<file path="src/rtl/uart_pkg.sv">
// Shared types and helpers for the UART transceiver.
// Frame FSM states and data-width decoding.
package uart_pkg;

  typedef enum logic [2:0] {
    IDLE,
    START,
    DATA,
    PARITY,
    STOP
  } state_t;

  function automatic logic [3:0] data_bits(input logic [1:0] sel);
    return 4'd5 + {2'b00, sel};
  endfunction

endpackage

</file>
<file path="src/rtl/uart_bit_timer.sv">
// Bit-period down-counter: bit-end strobe on the last cycle of a bit,
// mid strobe div/2 cycles into the bit.
module uart_bit_timer (
  input  logic        clk,
  input  logic        rst_n,
  input  logic [15:0] div,
  input  logic        load,
  input  logic        en,
  output logic        bit_end,
  output logic        mid
);

  logic [15:0] cnt;
  logic [15:0] half;

  // cnt runs div-1 .. 0; cycle k of a bit holds div-k
  assign half    = div - (div >> 1);
  assign bit_end = en && (cnt == 16'd0);
  assign mid     = en && (cnt == half);

  always_ff @(posedge clk or negedge rst_n) begin
    if (!rst_n) begin
      cnt <= 16'd0;
    end else if (load || bit_end) begin
      cnt <= div - 16'd1;
    end else if (en) begin
      cnt <= cnt - 16'd1;
    end
  end

endmodule

</file>
<file path="src/rtl/uart_transceiver.sv">
// Full-duplex UART: TX and RX frame FSMs sharing one configuration.
// Each direction owns one bit timer.
module uart_transceiver (
  input  logic        clk_i,
  input  logic        rstn_i,
  input  logic [15:0] cfg_div_i,
  input  logic        cfg_en_i,
  input  logic        cfg_parity_en_i,
  input  logic [1:0]  cfg_bits_i,
  input  logic        cfg_stop_bits_i,
  input  logic [7:0]  tx_data_i,
  input  logic        tx_valid_i,
  output logic        tx_ready_o,
  output logic        tx_o,
  output logic        tx_busy_o,
  input  logic        rx_i,
  output logic [7:0]  rx_data_o,
  output logic        rx_valid_o,
  input  logic        rx_ready_i,
  output logic        rx_busy_o,
  output logic        err_o,
  input  logic        err_clr_i
);
  import uart_pkg::*;

  state_t      tx_state;
  logic [7:0]  tx_sh;
  logic [3:0]  tx_nbits;
  logic [3:0]  tx_idx;
  logic        tx_par_en;
  logic        tx_stop2;
  logic        tx_par;
  logic        tx_stop_cnt;
  logic        tx_fire;
  logic        tx_end;
  logic        unused_tx_mid;

  assign tx_ready_o = rstn_i && cfg_en_i
                   && (tx_state == IDLE);
  assign tx_fire = tx_valid_i && tx_ready_o;

  uart_bit_timer u_tx_timer (
    .clk     (clk_i),
    .rst_n   (rstn_i),
    .div     (cfg_div_i),
    .load    (tx_fire),
    .en      (tx_state != IDLE),
    .bit_end (tx_end),
    .mid     (unused_tx_mid)
  );

  always_ff @(posedge clk_i or negedge rstn_i) begin
    if (!rstn_i) begin
      tx_state    <= IDLE;
      tx_o        <= 1'b1;
      tx_busy_o   <= 1'b0;
      tx_sh       <= 8'd0;
      tx_nbits    <= 4'd0;
      tx_idx      <= 4'd0;
      tx_par_en   <= 1'b0;
      tx_stop2    <= 1'b0;
      tx_par      <= 1'b0;
      tx_stop_cnt <= 1'b0;
    end else begin
      unique case (tx_state)
        IDLE: if (tx_fire) begin
          tx_state  <= START;
          tx_o      <= 1'b0;
          tx_busy_o <= 1'b1;
          tx_sh     <= tx_data_i;
          tx_nbits  <= data_bits(cfg_bits_i);
          tx_par_en <= cfg_parity_en_i;
          tx_stop2  <= cfg_stop_bits_i;
        end
        START: if (tx_end) begin
          tx_state <= DATA;
          tx_o     <= tx_sh[0];
          tx_par   <= tx_sh[0];
          tx_sh    <= tx_sh >> 1;
          tx_idx   <= 4'd1;
        end
        DATA: if (tx_end) begin
          if (tx_idx == tx_nbits) begin
            tx_state    <= tx_par_en ? PARITY : STOP;
            tx_o        <= tx_par_en ? tx_par : 1'b1;
            tx_stop_cnt <= 1'b0;
          end else begin
            tx_o   <= tx_sh[0];
            tx_par <= tx_par ^ tx_sh[0];
            tx_sh  <= tx_sh >> 1;
            tx_idx <= tx_idx + 4'd1;
          end
        end
        PARITY: if (tx_end) begin
          tx_state    <= STOP;
          tx_o        <= 1'b1;
          tx_stop_cnt <= 1'b0;
        end
        STOP: if (tx_end) begin
          if (tx_stop2 && !tx_stop_cnt) begin
            tx_stop_cnt <= 1'b1;
          end else begin
            tx_state  <= IDLE;
            tx_busy_o <= 1'b0;
          end
        end
        default: tx_state <= IDLE;
      endcase
    end
  end

  state_t      rx_state;
  logic        rx_s1;
  logic        rx_s2;
  logic        rx_s3;
  logic [7:0]  rx_sh;
  logic [3:0]  rx_idx;
  logic [3:0]  rx_nbits;
  logic [7:0]  rx_word;
  logic        rx_par;
  logic        rx_par_bad;
  logic        rx_start;
  logic        rx_mid;
  logic        unused_rx_end;

  assign rx_nbits = data_bits(cfg_bits_i);
  // bits were shifted in from the top; realign to bit 0
  assign rx_word  = rx_sh >> (4'd8 - rx_nbits);
  assign rx_start = (rx_state == IDLE) && cfg_en_i
                 && rx_s3 && !rx_s2;

  always_ff @(posedge clk_i or negedge rstn_i) begin
    if (!rstn_i) begin
      rx_s1 <= 1'b1;
      rx_s2 <= 1'b1;
      rx_s3 <= 1'b1;
    end else begin
      rx_s1 <= rx_i;
      rx_s2 <= rx_s1;
      rx_s3 <= rx_s2;
    end
  end

  uart_bit_timer u_rx_timer (
    .clk     (clk_i),
    .rst_n   (rstn_i),
    .div     (cfg_div_i),
    .load    (rx_start),
    .en      (rx_state != IDLE),
    .bit_end (unused_rx_end),
    .mid     (rx_mid)
  );

  always_ff @(posedge clk_i or negedge rstn_i) begin
    if (!rstn_i) begin
      rx_state   <= IDLE;
      rx_busy_o  <= 1'b0;
      rx_sh      <= 8'd0;
      rx_idx     <= 4'd0;
      rx_par     <= 1'b0;
      rx_par_bad <= 1'b0;
      rx_data_o  <= 8'd0;
      rx_valid_o <= 1'b0;
      err_o      <= 1'b0;
    end else begin
      if (rx_valid_o && rx_ready_i) rx_valid_o <= 1'b0;
      if (err_clr_i) err_o <= 1'b0;
      unique case (rx_state)
        IDLE: if (rx_start) begin
          rx_state  <= START;
          rx_busy_o <= 1'b1;
        end
        START: if (rx_mid) begin
          if (rx_s2) begin
            rx_state  <= IDLE;
            rx_busy_o <= 1'b0;
          end else begin
            rx_state   <= DATA;
            rx_idx     <= 4'd0;
            rx_par     <= 1'b0;
            rx_par_bad <= 1'b0;
          end
        end
        DATA: if (rx_mid) begin
          rx_sh  <= {rx_s2, rx_sh[7:1]};
          rx_par <= rx_par ^ rx_s2;
          rx_idx <= rx_idx + 4'd1;
          if (rx_idx + 4'd1 == rx_nbits)
            rx_state <= cfg_parity_en_i ? PARITY : STOP;
        end
        PARITY: if (rx_mid) begin
          rx_par_bad <= rx_par ^ rx_s2;
          rx_state   <= STOP;
        end
        STOP: if (rx_mid) begin
          rx_state  <= IDLE;
          rx_busy_o <= 1'b0;
          // error set is placed after the clear so it wins
          if (!rx_s2 || rx_par_bad) begin
            err_o <= 1'b1;
          end else begin
            rx_data_o  <= rx_word;
            rx_valid_o <= 1'b1;
            if (rx_valid_o && !rx_ready_i) err_o <= 1'b1;
          end
        end
        default: rx_state <= IDLE;
      endcase
    end
  end

endmodule

</file>
<file path="config.mk">
export PLATFORM = sky130hd
export DESIGN_NAME = uart_transceiver
export DESIGN_NICKNAME = d
export VERILOG_FILES = /design/src/rtl/uart_pkg.sv /design/src/rtl/uart_bit_timer.sv /design/src/rtl/uart_transceiver.sv
export SDC_FILE = /design/constraint.sdc
export NUM_CORES = 1
export LEC_CHECK = 0
export ABC_AREA = 1
export CAP_MARGIN = 20
export CORE_ASPECT_RATIO = 1.1
export CORE_MARGIN = 1.5
export CORE_UTILIZATION = 40
export CTS_CLUSTER_SIZE = 12
export DETAILED_ROUTE_END_ITERATION = 10
export HOLD_SLACK_MARGIN = 0.03
export PLACE_DENSITY_LB_ADDON = 0.08
export SKIP_CTS_REPAIR_TIMING = 1
export SLEW_MARGIN = 15
export SYNTH_ARGS = -nofsm -noshare
export SYNTH_HDL_FRONTEND = slang
export SYNTH_SLANG_ARGS = --single-unit
</file>
<file path="constraint.sdc">
create_clock -name clk_i -period 2.5 [get_ports clk_i]
set_input_delay 0.25 -clock clk_i [delete_from_list [all_inputs] [get_ports clk_i]]
set_output_delay 0.25 -clock clk_i [all_outputs]
set_load 0.02 [all_outputs]
</file>
==> results by stage, run 1 <==
Finish:
- Counting the fill cells in the layout gives roughly 1500.
- The number of antenna diodes in the final layout is 0.
- The number of standard cells in the final layout excluding fillers is about 1200.
- The top cell types in the final layout, fill and taps aside, are sky130_fd_sc_hd__nand2_1 (206), sky130_fd_sc_hd__inv_1 (110), sky130_fd_sc_hd__dfrtp_1 (84), sky130_fd_sc_hd__buf_4 (84), sky130_fd_sc_hd__o21ai_0 (65).
- The fraction of final layout cells with drive strength greater than 1 is 0.2233.
- Leaving out fill and tap cells, the most frequent cell in the layout is sky130_fd_sc_hd__nand2_1.
- Once layout is done, the placed cells without fillers occupy about 8500 um2.
- Once layout is complete, the utilization of the core stands at 0.5424.
- From synthesis to final layout, the design area changed by 31.86%.
- The final net count is ~1100.

Critical path:
- The type of element launching the critical path is an input port.
- The maximum cell stage delay along the critical path is 0.50 ns.
- Data on the critical path is required at its endpoint by around 2.8 ns.
- The most numerous cell type found on the critical path is sky130_fd_sc_hd__nand3_1.
- The data arrival time of the worst path is between 2 and 3 ns.
- The worst flop-to-flop path startpoint is rx_state[1]$_DFFE_PN0P_.
- Along the worst path, the maximum fanout reaches 6.
- The capturing element type of the critical path is a register.
- The critical path in this run is classified as in2reg.
- Walking the worst path, the cells encountered are clkdlybuf4s50_1, inv_2, ha_4, inv_2, buf_4, nand3_1, nand2_1, a21oi_2, nand3_1, nand3_1, nand2_1, nor2_2, nand3_4, nor2_4, clkbuf_16, nand2_2, o21ai_1.
- The most critical setup path has its startpoint at cfg_div_i[13].
- The highest-delay cell along the critical path is sky130_fd_sc_hd__clkdlybuf4s50_1.

Place:
- The number of placed cells counting well taps is approximately 1200.
- Once detailed placement completed, the half-perimeter wirelength came to about 12000 um.
- At the end of routability-driven placement, the weighted congestion stood at just under 0.9.
- Input and output buffers added on the ports amount to 48.
- Summing all placed instances gives a cell area of a little under 8000 um2.

Die:
- The initial utilization of the core area, before any placement, comes to 0.4113.
- The core region area is around 16000 um2.
- The horizontal extent of the die is 124.3 um.
- The die area is between 15000 and 20000 um2.
- The boundary pin count is around 50.
- The die outline height is ~140 um.
- The initialized floorplan defines between 40 and 50 standard-cell rows.

Clocking:
- The TritonCTS buffer count is 9.
- The master cell of the clock root buffer is sky130_fd_sc_hd__clkbuf_16.
- The clock sink count is 88.
- The H-tree level count is 3.
- The clock reaches the later pin of the worst-skew pair after ~0.35 ns.
- The deepest clock path buffer count is 2.
- The TritonCTS clock tree is built.
- After clock tree synthesis, the clock-pin slew on the worst setup and hold paths is about 0.070 ns.

Synthesis:
- For this run, the number of Yosys warnings is 0.
- The count of mapped cells out of synthesis is about 890.
- In this run, distinct cell masters in the synthesized netlist total 53.
- The synthesized netlist net count is just under 1000.
- The share of the Yosys chip area taken by registers is 0.3410.
- For this run, the leading register cell type out of synthesis is sky130_fd_sc_hd__dfrtp_1.
- The async set-or-reset flop fraction in the synthesized netlist is 1.000.
- The number of flops mapped to enable cells by yosys is 0.
- The synthesized flop and latch total is 88.
- The cell area that synthesis handed to floorplanning was ~6500 um2.
- After synthesis, the mean cell area works out to about 7.2 um2.

Drt:
- After detailed routing, the total wire length is 16530 um.
- The number of vias in the routed layout is a little over 6000.
- The detail route stage leaves a number of antenna-violating nets equal to 0.
- The via density per instance is 4.951.
- In the routed design, unresolved DRC markers number 0.
- The detailed router finished its first iteration with 287 violations.
- The first-pass iteration count of the detailed router is 5.
- The final routed wire length divided by cell count is 13.44 um.

Run:
- The max-capacitance violation count is 0.

Global routing:
- The number of antenna violations at the first check in global routing is 0.
- The maximum number of pins on one net before global-route repair is 54.
- The via count of the first global-routing pass is ~5700.
- The total grt overflow is 0.
- Across every metal layer, demand over resource in global routing totals 0.1982.
- The wire length of the first global-routing pass is roughly 27000 um.

Timing:
- The worst-case headroom to the max-slew limit is 0.4537.
- For the pin with the worst max-slew slack, the measured transition is approximately 0.8 ns.
- Setup repair after global routing could not meet its margin everywhere.
- The worst path needs roughly 2.4 ns of the cycle, external delays included.
- For this run, the top clock speed supported by timing is roughly 410 MHz.
- The final number of max-transition violations came to 0.
- The hold violation total from the final report is 0.
- Setup violations remaining at the end of the flow were counted as 0.
- The final critical-path share of the clock period is 0.9741.
- The worst clock skew is 0.005907 ns.

Pwr:
- IR analysis of the VDD net gives a maximum drop of 0.4478 mV.
- The overall power after layout is 0.007349 W.
- Power spread over the standard cell area amounts to around 860 nW/um2.
- The analysis attributes to cell leakage a power of 4.212 nW.

Min path:
- The startpoint of the lowest-slack hold path is rx_i.
- The type of the most critical hold path is in2reg.

Run status:
- The flow ran to the end, and the final reports show no timing, DRC or antenna violations.
==> logic make-up (layout without fill, tap and decap cells) <==
family                   count (synthesis)  after routing  share of synthesized area
adder cells (fa/ha/maj)                 37             37                    0.07268
AO/OA/AOI/OAI                          177            177                     0.1661
multiplexers                             5              5                   0.008119
AND/OR/NAND/NOR                        390            390                     0.2598
buffers and inverters                  152            289                    0.09279
XOR/XNOR                                44             44                    0.05954
flip-flops                              88             88                     0.3410
==> layout make-up <==
type / instances / area [um2] / area share
inverter: 138 / 524.3 / 0.06143
multi-input combinational: 653 / 4041 / 0.4735
clock buffer: 9 / 225.2 / 0.02639
sequential: 88 / 2207 / 0.2586
clock inverter: 7 / 81.33 / 0.009529
timing repair buffer: 135 / 1205 / 0.1412
tap: 200 / 250.2 / 0.02932
==> worst max-delay path, delay by kind of cell <==
| family | cells | cell delay, ns |
|---|---|---|
| AOI/OAI and AO/OA | 2 | 0.22 |
| adders and majority gates | 1 | 0.28 |
| buffers and inverters | 5 | 0.97 |
| and+or+nand+nor | 9 | 1.00 |
==> path summary, 6_finish.rpt <==
path / cells past startpoint / endpoint / slack, ns
min: 1 / rx_s1$_DFF_PN1_ / 0.31
max reg2reg: 15 / rx_sh[4]$_DFFE_PN0P_ / 0.24
min reg2reg: 0 / rx_s2$_DFF_PN1_ / 0.36
min in group asynchronous: 3 / u_rx_timer.cnt[0]$_DFFE_PN0P_ / 0.55
max: 17 / rx_sh[4]$_DFFE_PN0P_ / 0.06
max in group asynchronous: 4 / rx_data_o[1]$_DFFE_PN0P_ / 0.89
==> synthesized netlist by cell type (all sizes together) (3+ instances only) <==
library cell  count  area, um2
o21bai            4      30.03
nand3            53      287.8
a21oi            27      142.6
dfstp             4      105.1
o31ai             4      30.03
nand4             9      56.30
o211ai           13      97.59
nor3             13      81.33
buf               8      58.80
o22ai            10      62.56
xnor2             7      61.31
clkbuf            6      22.52
a31oi             8      50.05
xor2             37      324.1
or2               3      21.27
o21ai            93      491.7
nand2           228      868.3
nor2             79      334.1
ha               36      450.4
nor4              4      25.02
a32o              3      30.03
inv             136      510.5
dfrtp            84       2102
mux2i             3      30.03
==> per-layer routing <==
metal | track usage | routed length (um)
met5 | 0 | 0
met4 | 0.04278 | 255
met3 | 0.03857 | 428
met2 | 0.3284 | 7719
met1 | 0.2697 | 8128
==> stage by stage <==
stage	hold WS, ns	TNS [ns]	worst slack [ns]
6_report	0.3057	0	0.06471
5_1_grt	0.2804	-1.243	-0.1407
4_1_cts	0.006943	-5.611	-0.2757
3_5_place_dp	0.3479	-16.33	-0.6381
3_3_place_gp	0.3468	-14.86	-0.5877
2_1_floorplan	-0.04559	0	0.08584
==> registers in the layout, summed over array words and instances, names as in the netlist, 3 cells and up <==
register        flops
rx_data_o           8
rx_state            3
tx_nbits            4
rx_sh               8
tx_state            3
tx_sh               8
tx_idx              4
rx_idx              4
u_tx_timer.cnt     16
u_rx_timer.cnt     16
==> report_power, final <==
part	internal, W	switching (W)	leakage [nW]
Sequential	0.00191	0.000429	1.08
Combinational	0.00147	0.00214	2.99
Clock	0.000785	0.000613	0.140
Total	0.00417	0.00318	4.21
Power figures use the tool's default switching activity.
==> run 2, diff against run 1 <==
TNS_END_PERCENT = 30   (was default)
==> run 2 against run 1 <==
Net effect: via count decreased by 0.62%; largest cell class unchanged; largest power group unchanged; global-route usage is the same; die area stayed put; cell count fell by 0.33%; maximum frequency about the same.
==> results by stage, run 2 (synthesis gave the netlist of run 1 again) <==
Run status:
- The flow ran to the end, and the final reports show no timing, DRC or antenna violations.

Critical path:
- The critical path goes through clkdlybuf4s50_1, inv_2, ha_4, inv_2, buf_4, nand3_1, nand2_1, a21oi_2, nand3_1, nand3_1, nand2_1, nor2_2, nand3_4, nor2_4, clkbuf_16, nand2_2, o21ai_1.
- The startpoint identified for the worst register-to-register timing path is rx_state[1]$_DFFE_PN0P_.
- On the worst path, the slowest cell contributes a delay of approximately 0.50 ns.
- In this run the worst path has a maximum fanout of 6.
- The worst register-to-register path ends at rx_sh[4]$_DFFE_PN0P_.
- The data arrival time of the worst path is around 2.7 ns.
- The endpoint required time on the critical path is between 2 and 3 ns.
- The most numerous cell on the critical path is sky130_fd_sc_hd__nand3_1.
- The largest delay contributor family on the critical path is simple AND/OR/NAND/NOR gates.
- The capturing element type of the critical path is a register.
- The register-to-register setup slack is roughly 0.23 ns.
- The depth of the most critical reg-to-reg path is 15.
- The worst setup path is launched from an input port.
- The highest-delay cell along the critical path is sky130_fd_sc_hd__clkdlybuf4s50_1.
- Together, buffers and inverters on the worst path number 5.
- The category of the critical setup timing path is in2reg.

Finish:
- The growth of design area from synthesis to finish is 31.34%.
- The top cell types in the final layout, fill and taps aside, are sky130_fd_sc_hd__nand2_1 (206), sky130_fd_sc_hd__inv_1 (110), sky130_fd_sc_hd__dfrtp_1 (84), sky130_fd_sc_hd__buf_4 (81), sky130_fd_sc_hd__o21ai_0 (66).
- The fraction of final layout cells with drive strength greater than 1 is 0.2203.
- Leaving out fill and tap cells, the most frequent cell in the layout is sky130_fd_sc_hd__nand2_1.
- The final net count is 1093.
- The repair_antennas step left the layout with diodes totalling 0.
- In the final layout, the registers with the most flip-flops are u_rx_timer.cnt x16, u_tx_timer.cnt x16.
- Once layout is complete, the cells apart from fillers number roughly 1200.
- The layout filler cell count is 1545.

Min path:
- Along the worst hold path, the cell count comes to 1.
- The type of the most critical hold path is in2reg.
- In this run the most critical hold path is launched from rx_i.
- The endpoint of the worst hold-timing path is rx_s1$_DFF_PN1_.

Timing:
- The hold violation total from the final report came to 0.
- Setup violations remaining at the end of the flow were counted as 0.
- The worst path in the final design needs a cycle of 2.436 ns, including I/O delays and setup.
- Setup repair after global routing could not meet its margin everywhere.
- Between clock sinks in the finished design, the worst skew comes to roughly 0.0064 ns.
- At the pin with the least slew margin, the transition time is a little over 0.8 ns.
- The final number of max-transition violations is 0.
- Static timing analysis puts the maximum clock frequency at 410.5 MHz.
- Final hold analysis gives a worst-case slack of just over 0.3 ns.
- The final critical-path share of the clock period is 0.9744.
- The worst pin sits at a relative slew slack of 0.4544.

Global routing:
- The number of antenna violations at the first check in global routing is 0.
- The total global-route track usage is 0.1982.
- The maximum number of pins on one net before global-route repair is 54.
- The total grt overflow is 0.
- The via count of the first global-routing pass is approximately 5700.
- The first global-routing pass estimated ~27000 um of wire.

Run:
- The tool flagged a number of max-cap violations equal to 0.

Die:
- The die is about 140 um tall.
- The boundary pin count is a little under 50.
- The floorplan step defined a die boundary enclosing about 17000 um2.
- The placement row count is 48.
- The horizontal extent of the die is between 100 and 150 um.
- The initial utilization of the core area, before any placement, comes to 0.4113.
- The floorplan step defined a core boundary enclosing between 15000 and 20000 um2.

Clocking:
- The clock insertion delay at the later pin of the skew report is 0.35 ns.
- CTS placed an instance of sky130_fd_sc_hd__clkbuf_16 at the clock tree root.
- The clock passes through at most 2 buffers.
- The TritonCTS buffer count is 9.
- The clock sink count is 88.
- The TritonCTS clock tree is built.
- CTS built an H-tree with a depth of 3.
- The clock input transition at the sequential cells of the worst setup and hold paths is roughly 0.07 ns.

Pwr:
- In this run the power density over the cells is approximately 860 nW/um2.
- Summing internal, switching and leakage power gives about 0.0073 W.
- VDD sags by at most 0.4448 mV.
- The cell leakage power is around 4.2 nW.

Place:
- In this run the tool buffered the top-level ports with 48 buffer cells.
- The HPWL after detailed placement is approximately 12000 um.
- The placer congestion estimate is about 0.88.
- The number of placed cells counting well taps is 1202.

Drt:
- The final routed wire length divided by cell count is ~13 um.
- After detailed routing, the total wire length is 16490 um.
- In this run the remaining antenna-violating nets after routing total 0.
- The final route contains 6052 vias.
- The DRC violations left is 0.
- For this run, the detailed router's first-pass iteration total came to 5.
- The first routing iteration left 284 violations.
- The via density per instance is 4.936.
[run 2: worst reg2reg max path, delay by kind of cell, from the launching register on]
kind	cells	cell delay [ns]
compound gates	1	0.07
buf+inv	1	0.21
flops	1	0.40
simple gates	13	1.53
[run 2: metrics by stage]
stage / setup WS [ns] / util / setup TNS [ns] / instance area (um2)
final: 0.06397 / 0.5402 / 0 / 8501
after global routing: -0.1439 / 0.5402 / -1.183 / 8501
after CTS: -0.2757 / 0.5085 / -5.611 / 8001
after detailed placement: -0.6381 / 0.4890 / -16.33 / 7695
after global placement: -0.5877 / 0.4890 / -14.86 / 7695
after floorplan: 0.08584 / - / 0 / 6472
[run 2: power breakdown]
part | switching, W | leakage, nW | internal [W]
logic | 0.00214 | 2.97 | 0.00144
registers | 0.000427 | 1.08 | 0.00191
clock network | 0.000608 | 0.140 | 0.000785
total | 0.00317 | 4.19 | 0.00413
[run 2: metal layers]
layer | track usage | part of all wire
met3 | 0.03857 | 0.026
met5 | 0 | 0
met1 | 0.2697 | 0.49
met2 | 0.3284 | 0.47
met4 | 0.04278 | 0.016
[run 2: worst max-delay path by stage]
stage                             start                        to  slack (ns)  depth (start not counted)
after global routing      cfg_div_i[13]      rx_sh[6]$_DFFE_PN0P_       -0.14                         17
after floorplan            cfg_div_i[0]  rx_data_o[4]$_DFFE_PN0P_        0.09                         20
after detailed placement   cfg_div_i[0]  rx_data_o[5]$_DFFE_PN0P_       -0.64                         19
final                     cfg_div_i[13]      rx_sh[4]$_DFFE_PN0P_        0.06                         17
after global placement     cfg_div_i[0]  rx_data_o[5]$_DFFE_PN0P_       -0.59                         19
after CTS                  cfg_div_i[0]  rx_data_o[5]$_DFFE_PN0P_       -0.28                         19
[run 2: layout make-up]
type | instances | area (um2) | area share
multi-input combinational | 653 | 4041 | 0.4754
tap | 200 | 250.2 | 0.02944
sequential | 88 | 2207 | 0.2596
clock inverter | 7 | 81.33 | 0.009567
inverter | 138 | 524.3 | 0.06167
timing repair buffer | 131 | 1171 | 0.1378
clock buffer | 9 | 225.2 | 0.02649
